File: src/rtl/sync_fifo.sv
`default_nettype none
// ============================================================================
// sync_fifo : single-clock circular-buffer FIFO with empty/full/count status
// Revision  : 1.0
// ============================================================================
module sync_fifo #(
    parameter int DATA_WIDTH = 8,
    parameter int DEPTH      = 8,
    parameter int CNT_WIDTH  = 4
) (
    input  logic                  clk,
    input  logic                  rst,
    input  logic [DATA_WIDTH-1:0] data_in,
    input  logic                  wr,
    input  logic                  rd,
    output logic [DATA_WIDTH-1:0] data_out,
    output logic                  empty,
    output logic                  full,
    output logic [CNT_WIDTH-1:0]  fifo_cnt
);

    localparam int                   PTR_WIDTH = $clog2(DEPTH);
    localparam logic [CNT_WIDTH-1:0] C_DEPTH   = CNT_WIDTH'(DEPTH);
    localparam logic [CNT_WIDTH-1:0] C_CNT_ONE = CNT_WIDTH'(1);
    localparam logic [PTR_WIDTH-1:0] C_PTR_ONE = PTR_WIDTH'(1);

    logic [DATA_WIDTH-1:0] r_mem [DEPTH];
    logic [PTR_WIDTH-1:0]  r_wr_ptr;
    logic [PTR_WIDTH-1:0]  r_rd_ptr;
    logic [CNT_WIDTH-1:0]  r_cnt;
    logic [DATA_WIDTH-1:0] r_data_out;

    logic w_rd_acc;
    logic w_wr_acc;

    assign empty    = (r_cnt == '0);
    assign full     = (r_cnt == C_DEPTH);
    assign fifo_cnt = r_cnt;
    assign data_out = r_data_out;

    // A read frees a slot on the same edge, so a full FIFO still takes a write
    // when a read is also accepted.
    assign w_rd_acc = rd & ~empty;
    assign w_wr_acc = wr & (~full | w_rd_acc);

    always_ff @(posedge clk) begin
        if (w_wr_acc && rst) begin
            r_mem[r_wr_ptr] <= data_in;
        end
    end

    always_ff @(posedge clk) begin
        if (!rst) begin
            r_wr_ptr   <= '0;
            r_rd_ptr   <= '0;
            r_cnt      <= '0;
            r_data_out <= '0;
        end else begin
            if (w_wr_acc) begin
                r_wr_ptr <= r_wr_ptr + C_PTR_ONE;
            end
            if (w_rd_acc) begin
                r_rd_ptr   <= r_rd_ptr + C_PTR_ONE;
                r_data_out <= r_mem[r_rd_ptr];
            end
            case ({w_wr_acc, w_rd_acc})
                2'b10:   r_cnt <= r_cnt + C_CNT_ONE;
                2'b01:   r_cnt <= r_cnt - C_CNT_ONE;
                default: r_cnt <= r_cnt;
            endcase
        end
    end

endmodule
`default_nettype wire

File: config.mk
export PLATFORM = sky130hd
export DESIGN_NAME = sync_fifo
export DESIGN_NICKNAME = d
export VERILOG_FILES = /design/src/rtl/sync_fifo.sv
export SDC_FILE = /design/constraint.sdc
export NUM_CORES = 1
export LEC_CHECK = 0
export CORE_ASPECT_RATIO = 1.5
export CORE_MARGIN = 1.5
export CORE_UTILIZATION = 40
export CTS_CLUSTER_DIAMETER = 40
export DETAILED_ROUTE_END_ITERATION = 12
export PLACE_DENSITY_LB_ADDON = 0.05
export SYNTH_ARGS = -nofsm -noshare
export SYNTH_HDL_FRONTEND = slang
export SYNTH_SLANG_ARGS = --single-unit
File: constraint.sdc
create_clock -name clk -period 6.35 [get_ports clk]
set_input_delay 1.27 -clock clk [delete_from_list [all_inputs] [get_ports clk]]
set_output_delay 1.27 -clock clk [all_outputs]
set_load 0.05 [all_outputs]
**Word-level counts from Yosys, hierarchy flattened**

Memories as Yosys holds them, arrays and structs flattened. A register that Yosys moved wholly into a read port is not among the register bits.
Index checks and enable logic that the tools add are counted.

- Muxes and demuxes: 3
- Magnitude comparators: 0
- Equal/unequal tests: 3
- $add $sub $neg: 4
- Reductions and logical operators: 4
- Shift operators: 0
- $mul: 0
- Bitwise operators: 5
- Divide/modulo/power cells: 0

Operators by type and width:

| operator | count |
|---|---|
| 4-bit case mux with 2 select lines | 1 |
| 3-bit by 1-bit adder with 3-bit output, second input constant | 2 |
| 4-bit by 1-bit adder with 4-bit output, second input constant | 1 |
| 4-bit == test, second input constant | 1 |
| 4-bit zero test | 1 |
| 4-bit by 1-bit subtractor with 4-bit output, second input constant | 1 |
| 1-bit bitwise AND | 2 |
| 2-bit by 1-bit == test with 1-bit output, second input constant | 1 |
| 2-bit == test, second input constant | 1 |
| 1-bit two-way mux | 2 |
| 1-bit NOT | 2 |
| 2-bit nonzero test | 1 |
| 1-bit logical AND | 1 |
| 1-bit zero test | 1 |
| 1-bit bitwise OR | 1 |

- Bits in latches: 0
- Memory bits (read-only): 0
- Bits in writable memories: 64
- Memories kept: 1
- Word-level logic and storage cells: 23
- Output and inout bits: 14
- Bits of input ports: 12
- Register bits after elaboration: 10

Memories:

| memory | depth | bits a word | read ports | clocked after memory_dff | wr ports | RTL line | RTL |
|---|---|---|---|---|---|---|---|
| r_mem | 8 | 8 | 1 | 1 | 1 | 27 | `logic [DATA_WIDTH-1:0] r_mem [DEPTH];` |

**Longest topological paths before layout**

Gate-level depths: netlist of run 1.

- Word-level depth: 8
- Gate-level depth with buffers: 10
- Gate-level depth less buffers: 8

**Worst setup path after synthesis of run 1**

No wires, ideal clock.

- Kind: reg-to-output
- Start: reg r_cnt[0] (netlist: fifo_cnt[0])
- End: out empty
- Path buffers: 1
- Cell stages (with the launch flop): 4
- Setup slack: 3.319 ns
- Required time: 5.080 ns
- Arrival time: 1.761 ns
- Path through: dfxtp_1 -> buf_6 -> or3_4 -> nor2_1

- Cells in the longest elaborated chain, start to end: 1

Ends and longest elaborated chain:

| item | RTL line | RTL |
|---|---|---|
| start: declaration | 30 | `logic [CNT_WIDTH-1:0] r_cnt;` |
| start signal: assignment | 67 | `2'b10: r_cnt <= r_cnt + C_CNT_ONE;` |
| start signal: assignment | 68 | `2'b01: r_cnt <= r_cnt - C_CNT_ONE;` |
| start signal: assignment | 69 | `default: r_cnt <= r_cnt;` |
| 4-bit zero test | 36 | `assign empty = (r_cnt == '0);` |
| end: declaration | 17 | `output logic empty,` |

Every way passes these cells.

**Worst setup path after layout of run 1**

- Start: in rst
- End: mem r_mem[4][7], enable pin

- Cells in the longest elaborated chain, start to end: 3

Ends and longest elaborated chain:

| item | RTL line | RTL |
|---|---|---|
| start: declaration | 12 | `input logic rst,` |
| 1-bit logical AND | 47 | `if (w_wr_acc && rst) begin` |
| 1-bit two-way mux | 47 |  |
| 1-bit two-way mux (not written as such) | 48 | `r_mem[r_wr_ptr] <= data_in;` |
| end: declaration | 27 |  |

Every way passes these cells.

==> results of run 1 <==
area by class of cell:
class,instances,share of cell area
Sequential cell,82,0.569
Multi-Input combinational cell,104,0.250
Timing Repair Buffer,29,0.0699
Clock buffer,9,0.0562
Tap cell,105,0.0328
Clock inverter,7,0.0165
Inverter,5,0.00468
state kept, by name (all words and copies together) (netlist names):
register,count
r_mem,64
r_rd_ptr,3
r_wr_ptr,3
fifo_cnt,4
data_out,8
through the flow:
step                total power (W)  area [sq um]  cells  setup WS, ns  utilization
finish                      0.00175          4010    341          2.75        0.497
detailed placement          0.00125          3720    325          2.35        0.461
global route                0.00183          4010    341          2.54        0.497
CTS                         0.00177          4010    341          2.70        0.497
global placement            0.00125          3720    325          2.54        0.461
floorplan                   0.00111          3350    202          3.32            -
cell usage after synthesis:
| cell | instances | area share |
|---|---|---|
| a211o_1 | 1 | 0.0026 |
| mux2i_1 | 9 | 0.027 |
| or3_4 | 1 | 0.0034 |
| inv_1 | 4 | 0.0045 |
| nor4_1 | 2 | 0.0037 |
| a32o_1 | 1 | 0.0030 |
| buf_2 | 5 | 0.0075 |
| xnor2_1 | 4 | 0.010 |
| and2_1 | 1 | 0.0019 |
| o21a_1 | 1 | 0.0022 |
| o41a_2 | 1 | 0.0037 |
| ha_1 | 4 | 0.015 |
| clkinv_1 | 1 | 0.0011 |
| nand4b_1 | 2 | 0.0052 |
| xor2_1 | 3 | 0.0078 |
| o21ai_4 | 1 | 0.0049 |
| a21oi_1 | 12 | 0.018 |
| nor2_1 | 11 | 0.012 |
| nand2b_1 | 1 | 0.0019 |
| o31a_2 | 1 | 0.0030 |
| o21ai_0 | 10 | 0.015 |
| o211ai_1 | 2 | 0.0045 |
| clkbuf_1 | 3 | 0.0034 |
| mux4_2 | 16 | 0.11 |
| a211oi_4 | 1 | 0.0060 |
| edfxtp_1 | 64 | 0.57 |
| buf_1 | 1 | 0.0011 |
| nand2_1 | 7 | 0.0078 |
| buf_6 | 2 | 0.0067 |
| o311a_4 | 1 | 0.0063 |
| or3_1 | 1 | 0.0019 |
| dfxtp_1 | 18 | 0.11 |
| fa_1 | 1 | 0.0060 |
| nor3_1 | 5 | 0.0075 |
| a211oi_1 | 1 | 0.0022 |
| nand3_1 | 3 | 0.0045 |
worst max-delay path by stage:
stage                                        start                     to  slack [ns]  cells after the start
after global placement                         rst  r_mem[4][1]$_DFFE_PP_        2.54                      4
after floorplan           fifo_cnt[0]$_SDFFE_PN0P_                  empty        3.32                      3
final                                          rst  r_mem[4][7]$_DFFE_PP_        2.75                      4
after CTS                                      rst  r_mem[4][4]$_DFFE_PP_        2.70                      4
after global routing                           rst  r_mem[4][4]$_DFFE_PP_        2.54                      4
after detailed placement                       rst  r_mem[4][2]$_DFFE_PP_        2.35                      4
worst register-to-register path, cell delays in order, from the launching register on:
cell,delay (ns)
dfxtp_1,0.40
o41a_2,0.69
nand2_1,0.18
inv_1,0.07
ha_1,0.33
nand3_1,0.18
a211o_1,0.33
a32o_1,0.25
o21a_1,0.16
routing by layer:
| metal | track usage | vias to the layer above |
|---|---|---|
| li1 | - | 843 |
| met1 | 0.205 | 886 |
| met2 | 0.294 | 44 |
| met3 | 0.0429 | 11 |
| met4 | 0.0727 | 0 |
| met5 | 0 | - |
report_power, final:
part	switching [W]	internal (W)	leakage, nW
logic	0.000321	0.000231	0.413
registers	0.0000601	0.000627	0.726
clock network	0.000207	0.000304	0.147
total	0.000587	0.00116	1.29
cells by family after synthesis:
group / Yosys count / share of synthesized area
and+or+nand+nor: 34 / 0.0500
xor gates and xnor gates: 7 / 0.0183
buffers and inverters: 16 / 0.0243
AOI/OAI and AO/OA: 33 / 0.0713
DFF: 82 / 0.681
muxes: 25 / 0.134
adders and majority gates: 5 / 0.0209
==> flow_summary_export.csv, run 1 <==
group,metric,value,unit
status,status,"finished, final reports clean",
setup_path,reg2reg_from,"fifo_cnt[3]$_SDFFE_PN0P_",
floorplanning,die_h,115,um
global_route,grt_overflow_total,0,
pwr,leakage,1.29,nW
detailed_routing,drt-pass1-iter-count,4,
synth,synth.distinct_cells,36,
timing,setup_violations,0,
layout,register_area,0.00228,sq mm
global_route,grt_pass1_vias,1913,
detailed_routing,met2_length,3630,um
detailed_routing,drt-met1-wl,2920,um
clock_tree,root_buffer,"clkbuf_16",
floorplanning,dieArea,0.00895,sq mm
clock_tree,clockBufferDepth,2,
placement,place_congestion,0.795,
setup_path,path_class,"input port to flop",
setup_path,critPathLaunchType,"input port",
detailed_routing,avgRoutedWirePerCell,20.3,um
clock_tree,cts_hold_buf,0,
clock_tree,clock_latency,0.33,ns
layout,layout_commonest_cell,"edfxtp_1",
setup_path,crit_slowest_cell,"clkdlybuf4s50_1",
floorplanning,row_count,40,
layout,layout_common_cells,"edfxtp_1 (64), clkdlybuf4s50_1 (25), dfxtp_1 (18)",
setup_path,crit_chain,"clkdlybuf4s50_1, clkinv_1, or3_1, nor2_1",
global_route,track_usage,0.171,
detailed_routing,top_layer,"met4",
layout,area_growth,19.6,%
setup_path,crit_path_max_incr_delay,0.83,ns
synth,syn_area_per_cell,16.6,sq um
layout,nFillCells,673,
floorplanning,die_x,77.7,um
hold_path,hp-start,"data_out[5]$_SDFFE_PN0N_",
clock_tree,path_clk_slew,0.06,ns
hold_path,hold_path_depth,2,
timing,tightestPinTransition,1.03,ns
hold_path,hold_class,"flop to flop",
clock_tree,cts_setup_buffers,0,
synth,synth_seq_cells,82,
clock_tree,cts_tree,"built",
global_route,grt_pass1_wl,10800,um
setup_path,cp_top_family,"buffers and inverters",
detailed_routing,vias,1784,
detailed_routing,vias_per_cell,5.23,
pwr,ir_worst_vdd,0.240,mV
timing,finalClockSkew,0.00629,ns
synth,netlist_area,0.00335,sq mm
setup_path,r2r_end,"fifo_cnt[3]$_SDFFE_PN0P_",
timing,maxSlewHeadroom,0.311,
setup_path,endpoint_kind,"flop",
setup_path,critPathMaxFanout,15,
hold_path,whs_endpoint,"data_out[5]$_SDFFE_PN0N_",
floorplanning,coreArea,0.00806,sq mm
detailed_routing,drt_iter0_drc,124,
setup_path,rrSetupSlack,3.66,ns
job,max_cap_viol_count,0,
detailed_routing,antenna_left,0,
layout,fin_nets,248,
clock_tree,cts_buffers,9,
timing,slew_violations,0,
setup_path,path_buf_inv,2,
clock_tree,cts.sinks,82,
timing,fin_setup_tns,0,ns
clock_tree,post_cts_resized,0,
timing,whs,0.573,ns
timing,final_hold_viol_count,0,
detailed_routing,routed-wl-met3,235,um
layout,diodes,0,
layout,multi_input_area,0.00100,sq mm
placement,port_buffers,25,
synth,yosysSeqAreaShare,0.681,
synth,synth_fp_nets,219,
timing,fmax,278,MHz
global_route,grt_max_degree,21,
synth,synthCells,202,
pwr,power_density,436,mW/mm^2
clock_tree,cts-htree-levels,3,
setup_path,r2r_cells,8,
timing,post-route-min-period,3.60,ns
floorplanning,io_pins,26,
detailed_routing,drc,0,
layout,layout-drive-gt1-share,0.186,
timing,layout_worst_path_cycle_share,0.567,
setup_path,cp.required,6.31,ns
floorplanning,start_util,0.416,
detailed_routing,totalWireLength,6920,um
setup_path,worstPathArrival,3.56,ns
placement,dp_hpwl,4480,um
synth,ys_warn_count,0,
global_route,antenna_found_initial,0,
timing,rsz0062_at_grt,"no",
Note: power is estimated with default switching activity, not from simulation.
==> run 2: changes to the inputs <==
==> constraint.sdc (replaced) <==
create_clock -name clk -period 3.1 [get_ports clk]
set_input_delay 0.62 -clock clk [delete_from_list [all_inputs] [get_ports clk]]
set_output_delay 0.62 -clock clk [all_outputs]
set_load 0.05 [all_outputs]
==> run 2 against run 1 <==
Effect of this change: final cell count increased by 2.3%; sequential power up 100%; global-route usage grew 0.49 points; sequential cell count unchanged; combinational power is 110% higher; cell area grew 0.66%; clock-buffer cell count is 3 higher; clock power is 86% higher; largest cell class unchanged; highest routed layer unchanged.
==> flow_summary_export.csv, run 2 (synthesis gave the netlist of run 1 again) <==
group,metric,value,unit
floorplanning,io_pins,26,
layout,layout-drive-gt1-share,0.197,
job,max_cap_viol_count,0,
layout,finalNonFillerCells,349,
pwr,ir_worst_vdd,0.542,mV
timing,whs,0.550,ns
timing,post-route-min-period,2.73,ns
global_route,track_usage,0.176,
layout,fin_nets,257,
placement,dp_hpwl,4460,um
setup_path,path_class,"flop to output pin",
setup_path,cp.required,2.48,ns
global_route,grt_pass1_vias,2011,
timing,setup_violations,0,
global_route,grt_overflow_total,0,
clock_tree,cts_tree,"built",
clock_tree,cts_setup_buffers,0,
setup_path,r2r_cells,8,
timing,layout_worst_path_cycle_share,0.881,
global_route,antenna_found_initial,0,
hold_path,hold_path_depth,2,
setup_path,worstPathArrival,2.11,ns
detailed_routing,avgRoutedWirePerCell,19.9,um
layout,diodes,0,
timing,slew_violations,0,
detailed_routing,totalWireLength,6940,um
clock_tree,cts_hold_buf,0,
hold_path,hold_class,"flop to flop",
placement,placed_area,0.00377,sq mm
layout,regMostFlops,"r_mem",
floorplanning,row_count,40,
status,status,"finished, final reports clean",
timing,fin_setup_tns,0,ns
detailed_routing,antenna_left,0,
layout,area_growth,20.3,%
global_route,grt_max_degree,20,
clock_tree,cts-htree-levels,3,
floorplanning,coreArea,0.00806,sq mm
placement,port_buffers,25,
layout,fin_area,0.00403,sq mm
detailed_routing,drt_iter0_drc,149,
setup_path,startpoint,"fifo_cnt[0]$_SDFFE_PN0P_",
layout,nFillCells,698,
detailed_routing,vias,1844,
setup_path,critPathMaxFanout,9,
setup_path,endpoint_kind,"output pin",
layout,layout_common_cells,"edfxtp_1 (64), clkdlybuf4s50_1 (25), dfxtp_1 (18)",
placement,place_congestion,0.848,
detailed_routing,drc,0,
timing,rsz0062_at_grt,"no",
clock_tree,root_buffer,"clkbuf_16",
global_route,grt_util_met1,0.201,
pwr,power_density,873,mW/mm^2
detailed_routing,vias_per_cell,5.28,
timing,final_hold_viol_count,0,
global_route,grtUsageMet3,0.0262,
global_route,grt_pass1_wl,11100,um
clock_tree,path_clk_slew,0.06,ns
pwr,total_power,0.00352,W
global_route,grt-busiest-layer,"met2",
clock_tree,clockBufferDepth,2,
global_route,met2_usage,0.315,
clock_tree,cts_buffers,9,
floorplanning,dieArea,0.00895,sq mm
floorplanning,start_util,0.416,
floorplanning,die_x,77.7,um
pwr,leakage,1.31,nW
layout,layout_commonest_cell,"edfxtp_1",
clock_tree,clock_latency,0.33,ns
timing,finalClockSkew,0.00652,ns
timing,tightestPinTransition,0.914,ns
detailed_routing,drt-pass1-iter-count,4,
clock_tree,cts.sinks,82,
setup_path,critPathLaunchType,"flop",
clock_tree,post_cts_resized,0,
placement,dpl.cell_count,334,
timing,maxSlewHeadroom,0.390,
floorplanning,die_h,115,um
setup_path,reg2reg_from,"fifo_cnt[3]$_SDFFE_PN0P_",
timing,fmax,366,MHz
layout,largest_reg_flops,64,
hold_path,hp-start,"data_out[1]$_SDFFE_PN0N_",
==> run 2: final cells by class <==
cell class | instances | area (sq um) | area share
clock buffer | 12 | 246 | 0.0611
clock inverter | 3 | 18.8 | 0.00465
inverter | 5 | 18.8 | 0.00465
multi-input combinational | 104 | 988 | 0.245
sequential | 82 | 2280 | 0.566
tap | 105 | 131 | 0.0326
timing repair buffer | 38 | 348 | 0.0862
==> run 2: worst paths after layout <==
path | end | slack, ns
min | data_out[1]$_SDFFE_PN0N_ | 0.55
min reg2reg | data_out[1]$_SDFFE_PN0N_ | 0.55
max reg2reg | fifo_cnt[3]$_SDFFE_PN0P_ | 0.65
max | empty | 0.37
==> run 2: metrics by stage <==
stage / utilization / setup slack (ns)
after floorplan: - / 0.334
after global placement: 0.468 / 0.466
after detailed placement: 0.468 / 0.395
after CTS: 0.501 / 0.359
after global routing: 0.501 / 0.312
final: 0.501 / 0.370
==> run 2: power by group <==
part,switching [W],internal [W],leakage (nW)
clock network,0.000390,0.000558,0.132
logic,0.000672,0.000499,0.456
registers,0.000118,0.00128,0.726
==> run 2: critical path, cell delays in order, from the launching register on <==
cell and delay [ns]:
dfxtp_1 0.40, or3_4 0.46, nor2_1 0.10, clkdlybuf4s50_1 0.81
==> run 2: layer usage <==
metal | up-vias | part of all wire
li1 | 867 | -
met1 | 941 | 0.41
met2 | 28 | 0.54
met3 | 8 | 0.026
met4 | 0 | 0.021
met5 | - | 0
